[config.mk]
export PLATFORM = sky130hd
export DESIGN_NAME = pc_stack
export DESIGN_NICKNAME = d
export VERILOG_FILES = /design/src/rtl/pc_stack.sv
export SDC_FILE = /design/constraint.sdc
export NUM_CORES = 1
export LEC_CHECK = 0
export CORE_MARGIN = 4
export CORE_UTILIZATION = 54
export DETAILED_ROUTE_END_ITERATION = 8
export GPL_TIMING_DRIVEN = 1
export PLACE_DENSITY = 0.79
export SYNTH_ARGS = -nofsm -noshare
export SYNTH_HDL_FRONTEND = slang
export SYNTH_SLANG_ARGS = --single-unit
[constraint.sdc]
create_clock -name clk -period 3.07 [get_ports clk]
set_input_delay 0.921 -clock clk [delete_from_list [all_inputs] [get_ports clk]]
set_output_delay 0.921 -clock clk [all_outputs]
set_load 0.005 [all_outputs]
[src/rtl/pc_stack.sv]
// Program counter with conditional jump, call/return through a small LIFO
// return-address stack, and sticky stack-error reporting.
module pc_stack #(
   parameter int WIDTH = 4,
   parameter int DEPTH = 4,
   parameter int SPW   = $clog2(DEPTH + 1)
) (
   input  logic             clk,
   input  logic             clr,
   input  logic             ce,
   input  logic             j_n,
   input  logic             cond_en,
   input  logic             flag,
   input  logic             call,
   input  logic             ret,
   input  logic             co,
   input  logic [WIDTH-1:0] bus_in,
   output logic [WIDTH-1:0] bus_out,
   output logic             bus_oe,
   output logic [WIDTH-1:0] pc_q,
   output logic [SPW-1:0]   sp,
   output logic             stk_full,
   output logic             stk_empty,
   output logic             err
);

   localparam logic [SPW-1:0] SP_FULL = SPW'(DEPTH);
   localparam logic [SPW-1:0] SP_ONE  = SPW'(1);

   // Sized to the full pointer range so sp indexes it directly; slots at and
   // above DEPTH are never written.
   logic [WIDTH-1:0] stack_mem [2**SPW];
   logic [WIDTH-1:0] pc_inc;
   logic             pop;
   logic             push;
   logic             jump;
   logic             stk_err;

   assign bus_oe    = co;
   assign bus_out   = co ? pc_q : '0;
   assign stk_full  = (sp == SP_FULL);
   assign stk_empty = (sp == '0);
   assign pc_inc    = pc_q + WIDTH'(1);

   // Requests are level-sampled on every rising edge; exactly one action is
   // taken per cycle, ret over call over jump over count.
   always_comb begin
      pop     = 1'b0;
      push    = 1'b0;
      jump    = 1'b0;
      stk_err = 1'b0;
      if (ret) begin
         if (stk_empty) stk_err = 1'b1;
         else           pop     = 1'b1;
      end else if (call) begin
         if (stk_full) stk_err = 1'b1;
         else          push    = 1'b1;
      end else if (!j_n && (!cond_en || flag)) begin
         jump = 1'b1;
      end
   end

   always_ff @(posedge clk or posedge clr) begin
      if (clr) begin
         pc_q <= '0;
         sp   <= '0;
         err  <= 1'b0;
      end else begin
         if (stk_err) err <= 1'b1;
         if (pop) begin
            pc_q <= stack_mem[sp - SP_ONE];
            sp   <= sp - SP_ONE;
         end else if (push) begin
            pc_q <= bus_in;
            sp   <= sp + SP_ONE;
         end else if (jump) begin
            pc_q <= bus_in;
         end else if (ce && !ret && !call) begin
            pc_q <= pc_inc;
         end
      end
   end

   // Stack storage is not reset; a held clr suppresses the push.
   always_ff @(posedge clk) begin
      if (push && !clr) stack_mem[sp] <= pc_inc;
   end

endmodule

==> flow_summary.ini, run 1 <==
[grt]
grt_pass1_vias = 1306
grt_max_degree = 15
grt_use_total_pct = 19.2
antenna_found_initial = 0
overflow = 0
grt_pass1_wl_microns = 6370

[synth]
seq_area_frac_synth_pct = 58.3
ys.flop_type = edfxtp_1
synthArstFlopShare_pct = 20.0
yosysUniqueCellTypes = 40
synth_edf_count = 32
yosysWarnings = 0
synthTopCellsByArea = edfxtp_1, dfrtp_1, mux4_2
synth_area_leader_cell = edfxtp_1
synth.net_count = 164
synth_top_area_share_pct = 48.3
avgSynthCellArea_sq_um = 13.5
syn-instance-count = 147
netlist_area_sq_um = 1990
ys_ff_latch = 40

[clock_network]
path_clk_slew_ns = 0.08
cts_root_buffer = clkbuf_8
cts_tree = built
clock_path_buffers = 2
clock_sinks = 40
cts_resized = 0
clk_latency_ns = 0.29
htreeDepth = 2
postCtsSetupBuffers = 0
postCtsHoldBufs = 0
cts_buffers = 5

[timing]
min_period_ns = 2.99
finalSetupViolCount = 0
grt_setup_unrepaired = no
setup_tns_ns = 0
fmax_ghz = 0.334
hold_viol = 0
tightest_slew_ns = 0.624
fin_crit_sh_pct = 97.5
finalMaxSlewViolations = 0
relSlewSlack_pct = 58.3
finClkSkew_ns = 0.00573

[drt]
num_vias = 1317
met2WireLength_microns = 1980
first_iter_violations = 126
route.met3.wl_microns = 366
met1Wirelength_microns = 1550
ant_nets = 0
drc = 0
drt-total-wl_microns = 3950
wl_per_cell_microns = 17.4
dr.max_layer_used = met4
dr.pass1.iters = 4
via_per_inst = 5.80

[power_and_ir_drop]
p_leak_uw = 0.000891
p_per_area_nw_per_um2 = 937
peakVddDrop_uv = 646

[final_layout]
utilization_pct = 70.7
syn2layout_area_growth_pct = 22.2
fin_area_sq_um = 2430
n_antenna_cell = 0
drive_gt1_share_pct = 17.1
fin_nets = 197

[setup_path]
critPathCaptureType = primary output
slowest_delay_ns = 0.51
crit_slowest_cell = clkdlybuf4s50_1
cp_cell_sequence = clkdlybuf4s50_1 -> and2_1 -> clkdlybuf4s50_1
critPathKind = input port to primary output
reg2reg_slack_ns = 0.77
crit_path_start_kind = input port
cp.required_ns = 2.15
crit_top_cell = clkdlybuf4s50_1
timing.rr.end = stack_mem[5][0]$_DFFE_PP_
worstPathMaxFanout = 5
cp.buffers_inverters = 2
regToRegStartpoint = sp[1]$_DFFE_PP0P_
r2r_cells = 7
crit_family = buffers and inverters
critical_path_arrival_ns = 2.07

[floorplan]
row_count = 21
coreArea_sq_um = 3440
dieArea_sq_um = 4720
initial_core_util_pct = 57.8
io_pins = 28
fp.dieW_microns = 68.7
die_y_microns = 68.7

[placement]
place_congestion = 0.738
dpl.hpwl_microns = 2940
postPlaceCellArea_sq_um = 2320
portBuffers = 27

[job]
max_cap_violations = 0

[run_status]
status = complete, no violations

[min_path]
min_to = err$_DFFE_PP0P_
min-delay-start = err$_DFFE_PP0P_
worstHoldPathType = register to register
hold_path_depth = 1
[final cells by class]
| class | instances | area, sq um |
|---|---|---|
| Clock buffer | 5 | 68.8 |
| Fill cell | 225 | 1010 |
| Clock inverter | 3 | 42.5 |
| Inverter | 8 | 30.0 |
| Multi-Input combinational cell | 92 | 758 |
| Timing Repair Buffer | 33 | 315 |
| Sequential cell | 40 | 1160 |
| Tap cell | 46 | 57.6 |
[where the power goes]
part           total, uW  switching [uW]  internal (uW)
Sequential           868            94.5            773
Clock                416             176            240
Combinational        996             494            502
Total               2280             765           1520
[metal layers]
layer | track usage (%) | up-vias
met5 | 0 | -
met4 | 6.57 | 0
met3 | 5.02 | 5
met2 | 32.4 | 68
met1 | 23.8 | 630
li1 | - | 614
[worst max path at each step]
| stage | depth (start not counted) | to | startpoint | slack, ns |
|---|---|---|---|---|
| after floorplan | 5 | stack_mem[1][0]$_DFFE_PP_ | call | 0.76 |
| after global placement | 3 | bus_out[0] | co | 0.1 |
| after detailed placement | 3 | bus_out[0] | co | 0.07 |
| after CTS | 3 | bus_out[0] | co | 0.06 |
| after global routing | 5 | stk_full | sp[1]$_DFFE_PP0P_ | 0.008 |
| final | 3 | bus_out[0] | co | 0.08 |
[layout by cell type, fill, tap and decap left out, drive strengths merged, types with 3 or more instances in the layout]
cell type	count
edfxtp	32
clkdlybuf4s50	27
nor2	11
nand2	11
inv	8
mux4	8
dfrtp	8
buf	6
and2	5
a21oi	5
clkbuf	5
mux2i	4
nand3	4
ha	4
a31o	3
nand2b	3
o21ai	3
nor3	3
[cells in the mapped netlist, types with 3 or more instances]
cell / count
nand3_1: 4
dfrtp_1: 8
a21oi_1: 5
nor3_1: 3
mux4_2: 8
a31o_2: 3
nand2_1: 11
edfxtp_1: 32
mux2i_1: 4
nor2_1: 11
o21ai_0: 3
inv_1: 8
buf_2: 3
ha_1: 4
and2_1: 5
nand2b_1: 3
[per-stage QoR]
step | std cells | hold slack [ns] | setup WS [ns] | power (uW)
3_3_place_gp | 219 | 0.460 | 0.0991 | 1840
2_1_floorplan | 147 | 0.468 | 0.763 | 1520
3_5_place_dp | 219 | 0.466 | 0.0691 | 1880
5_1_grt | 227 | 0.524 | 0.00819 | 2430
4_1_cts | 227 | 0.490 | 0.0643 | 2300
6_report | 227 | 0.486 | 0.0760 | 2280
[worst reg2reg max path, stage by stage (launching register included)]
cell and delay [ns]:
dfrtp_1 0.49, inv_1 0.12, ha_1 0.27, nand2_1 0.15
inv_1 0.11, nor2_1 0.24, nand3_1 0.20, nor2_1 0.37
[kinds of logic after synthesis]
logic type | count (synthesis) | synth area share (%)
xor gates and xnor gates | 4 | 1.76
adders and majority gates | 4 | 2.51
AOI/OAI and AO/OA | 25 | 10.1
muxes | 13 | 11.6
DFF | 40 | 58.3
and+or+nand+nor | 46 | 12.1
buffers and inverters | 15 | 3.58
[flip-flops by register name (all words and copies together), names as in the netlist]
name	flops
stack_mem	32
pc_q	4
sp	3
err	1
Power figures use the tool's default switching activity.
==> inputs of run 2 (changes only) <==
--- a/config.mk
+++ b/config.mk
@@ -10,6 +10,7 @@
 export DETAILED_ROUTE_END_ITERATION = 8
 export GPL_TIMING_DRIVEN = 1
 export PLACE_DENSITY = 0.79
+export SETUP_SLACK_MARGIN = 0.2
 export SYNTH_ARGS = -nofsm -noshare
 export SYNTH_HDL_FRONTEND = slang
 export SYNTH_SLANG_ARGS = --single-unit
==> flow_summary.ini, run 2 (synthesis results as in run 1) <==
[setup_path]
crit_slowest_cell = clkdlybuf4s50_1
cp.required_ns = 2.15
critPathCaptureType = primary output
crit_path_start_kind = register
critPathKind = register to primary output
critical_path_arrival_ns = 1.84
worstPathMaxFanout = 8
crit_start = sp[1]$_DFFE_PP0P_
regToRegStartpoint = sp[1]$_DFFE_PP0P_
cp_cell_sequence = inv_1 -> ha_4 -> nand2_1 -> inv_2 -> clkdlybuf4s50_1
slowest_delay_ns = 0.51

[clock_network]
cts_buffers = 5
path_clk_slew_ns = 0.08
cts_tree = built
clock_sinks = 40
cts_resized = 3
postCtsHoldBufs = 0
postCtsSetupBuffers = 0
htreeDepth = 2
clock_path_buffers = 2
cts_root_buffer = clkbuf_8
clk_latency_ns = 0.29

[final_layout]
final_cell_mix = edfxtp_1, clkdlybuf4s50_1, nor2_1, nand2_1, mux4_2
fin_area_sq_um = 2450
final_common_cell = edfxtp_1
syn2layout_area_growth_pct = 22.9
fin_nets = 197
utilization_pct = 71.1
regMostFlops = stack_mem
drive_gt1_share_pct = 18.8
n_antenna_cell = 0
largestRegisters = stack_mem (32), pc_q (4), sp (3)
largest_reg_flops = 32

[drt]
first_iter_violations = 135
drt-total-wl_microns = 3970
via_per_inst = 5.70
met2WireLength_microns = 2030
ant_nets = 0
dr.pass1.iters = 4
num_vias = 1295
route.met3.wl_microns = 337
drc = 0
dr.max_layer_used = met4
met1Wirelength_microns = 1540
wl_per_cell_microns = 17.5

[timing]
fin_crit_sh_pct = 89.9
grt_setup_unrepaired = no
finalSetupViolCount = 0
min_period_ns = 2.76
finalMaxSlewViolations = 0
fmax_ghz = 0.362
hold_viol = 0
relSlewSlack_pct = 60.6
tightest_slew_ns = 0.586
finClkSkew_ns = 0.00531
setup_tns_ns = 0

[min_path]
worstHoldPathType = register to register
min-delay-start = err$_DFFE_PP0P_

[floorplan]
die_y_microns = 68.7
dieArea_sq_um = 4720
io_pins = 28
row_count = 21
fp.dieW_microns = 68.7
coreArea_sq_um = 3440
initial_core_util_pct = 57.8

[grt]
grt_max_degree = 15
overflow = 0
grt_pass1_vias = 1306
grt_use_total_pct = 19.2
grt_pass1_wl_microns = 6370
antenna_found_initial = 0

[placement]
place_congestion = 0.738
portBuffers = 27
postPlaceCellArea_sq_um = 2320
dpl.hpwl_microns = 2940

[power_and_ir_drop]
p_leak_uw = 0.000889
p_per_area_nw_per_um2 = 946
p_total_uw = 2310
peakVddDrop_uv = 649

[run_status]
status = complete, no violations

[job]
max_cap_violations = 0
[run 2: layer usage]
layer / up-vias / global-route usage (%)
li1: 614 / -
met1: 624 / 23.8
met2: 51 / 32.4
met3: 6 / 5.02
met4: 0 / 6.57
met5: - / 0
[run 2: layout make-up]
class                   count  area, sq um
flip-flops and latches     40         1160
repair buffers             33          314
fillers                   227          996
inverters                   8         30.0
clock buffers               5         68.8
multi-input cells          92          771
well taps                  46         57.6
clock inverters             3         42.5
[run 2: power by group]
group,switching (uW),total (uW),internal (uW)
Clock,176,416,240
Sequential,94.9,869,775
Combinational,498,1030,530
Total,769,2310,1550
[run 2: per-stage QoR]
stage / hold slack [ns] / cells / setup WS (ns)
2_1_floorplan: 0.468 / 147 / 0.763
3_3_place_gp: 0.460 / 219 / 0.0991
3_5_place_dp: 0.466 / 219 / 0.0691
4_1_cts: 0.490 / 227 / 0.235
5_1_grt: 0.524 / 227 / 0.201
6_report: 0.488 / 227 / 0.309
[run 2: critical path: cells and delay by family, from the launching register on]
family                     cells  cell delay [ns]
adders and majority gates      1             0.18
buffers and inverters          3             0.80
DFF                            1             0.46
and+or+nand+nor                1             0.12
[run 2: final timing paths]
path | endpoint | slack, ns | cells after the start
max | stk_full | 0.31 | 5
min | err$_DFFE_PP0P_ | 0.49 | 1
max reg2reg | stack_mem[3][3]$_DFFE_PP_ | 0.95 | 7
min reg2reg | err$_DFFE_PP0P_ | 0.49 | 1
max in group asynchronous | sp[1]$_DFFE_PP0P_ | 1.97 | 3
min in group asynchronous | sp[1]$_DFFE_PP0P_ | 0.96 | 3
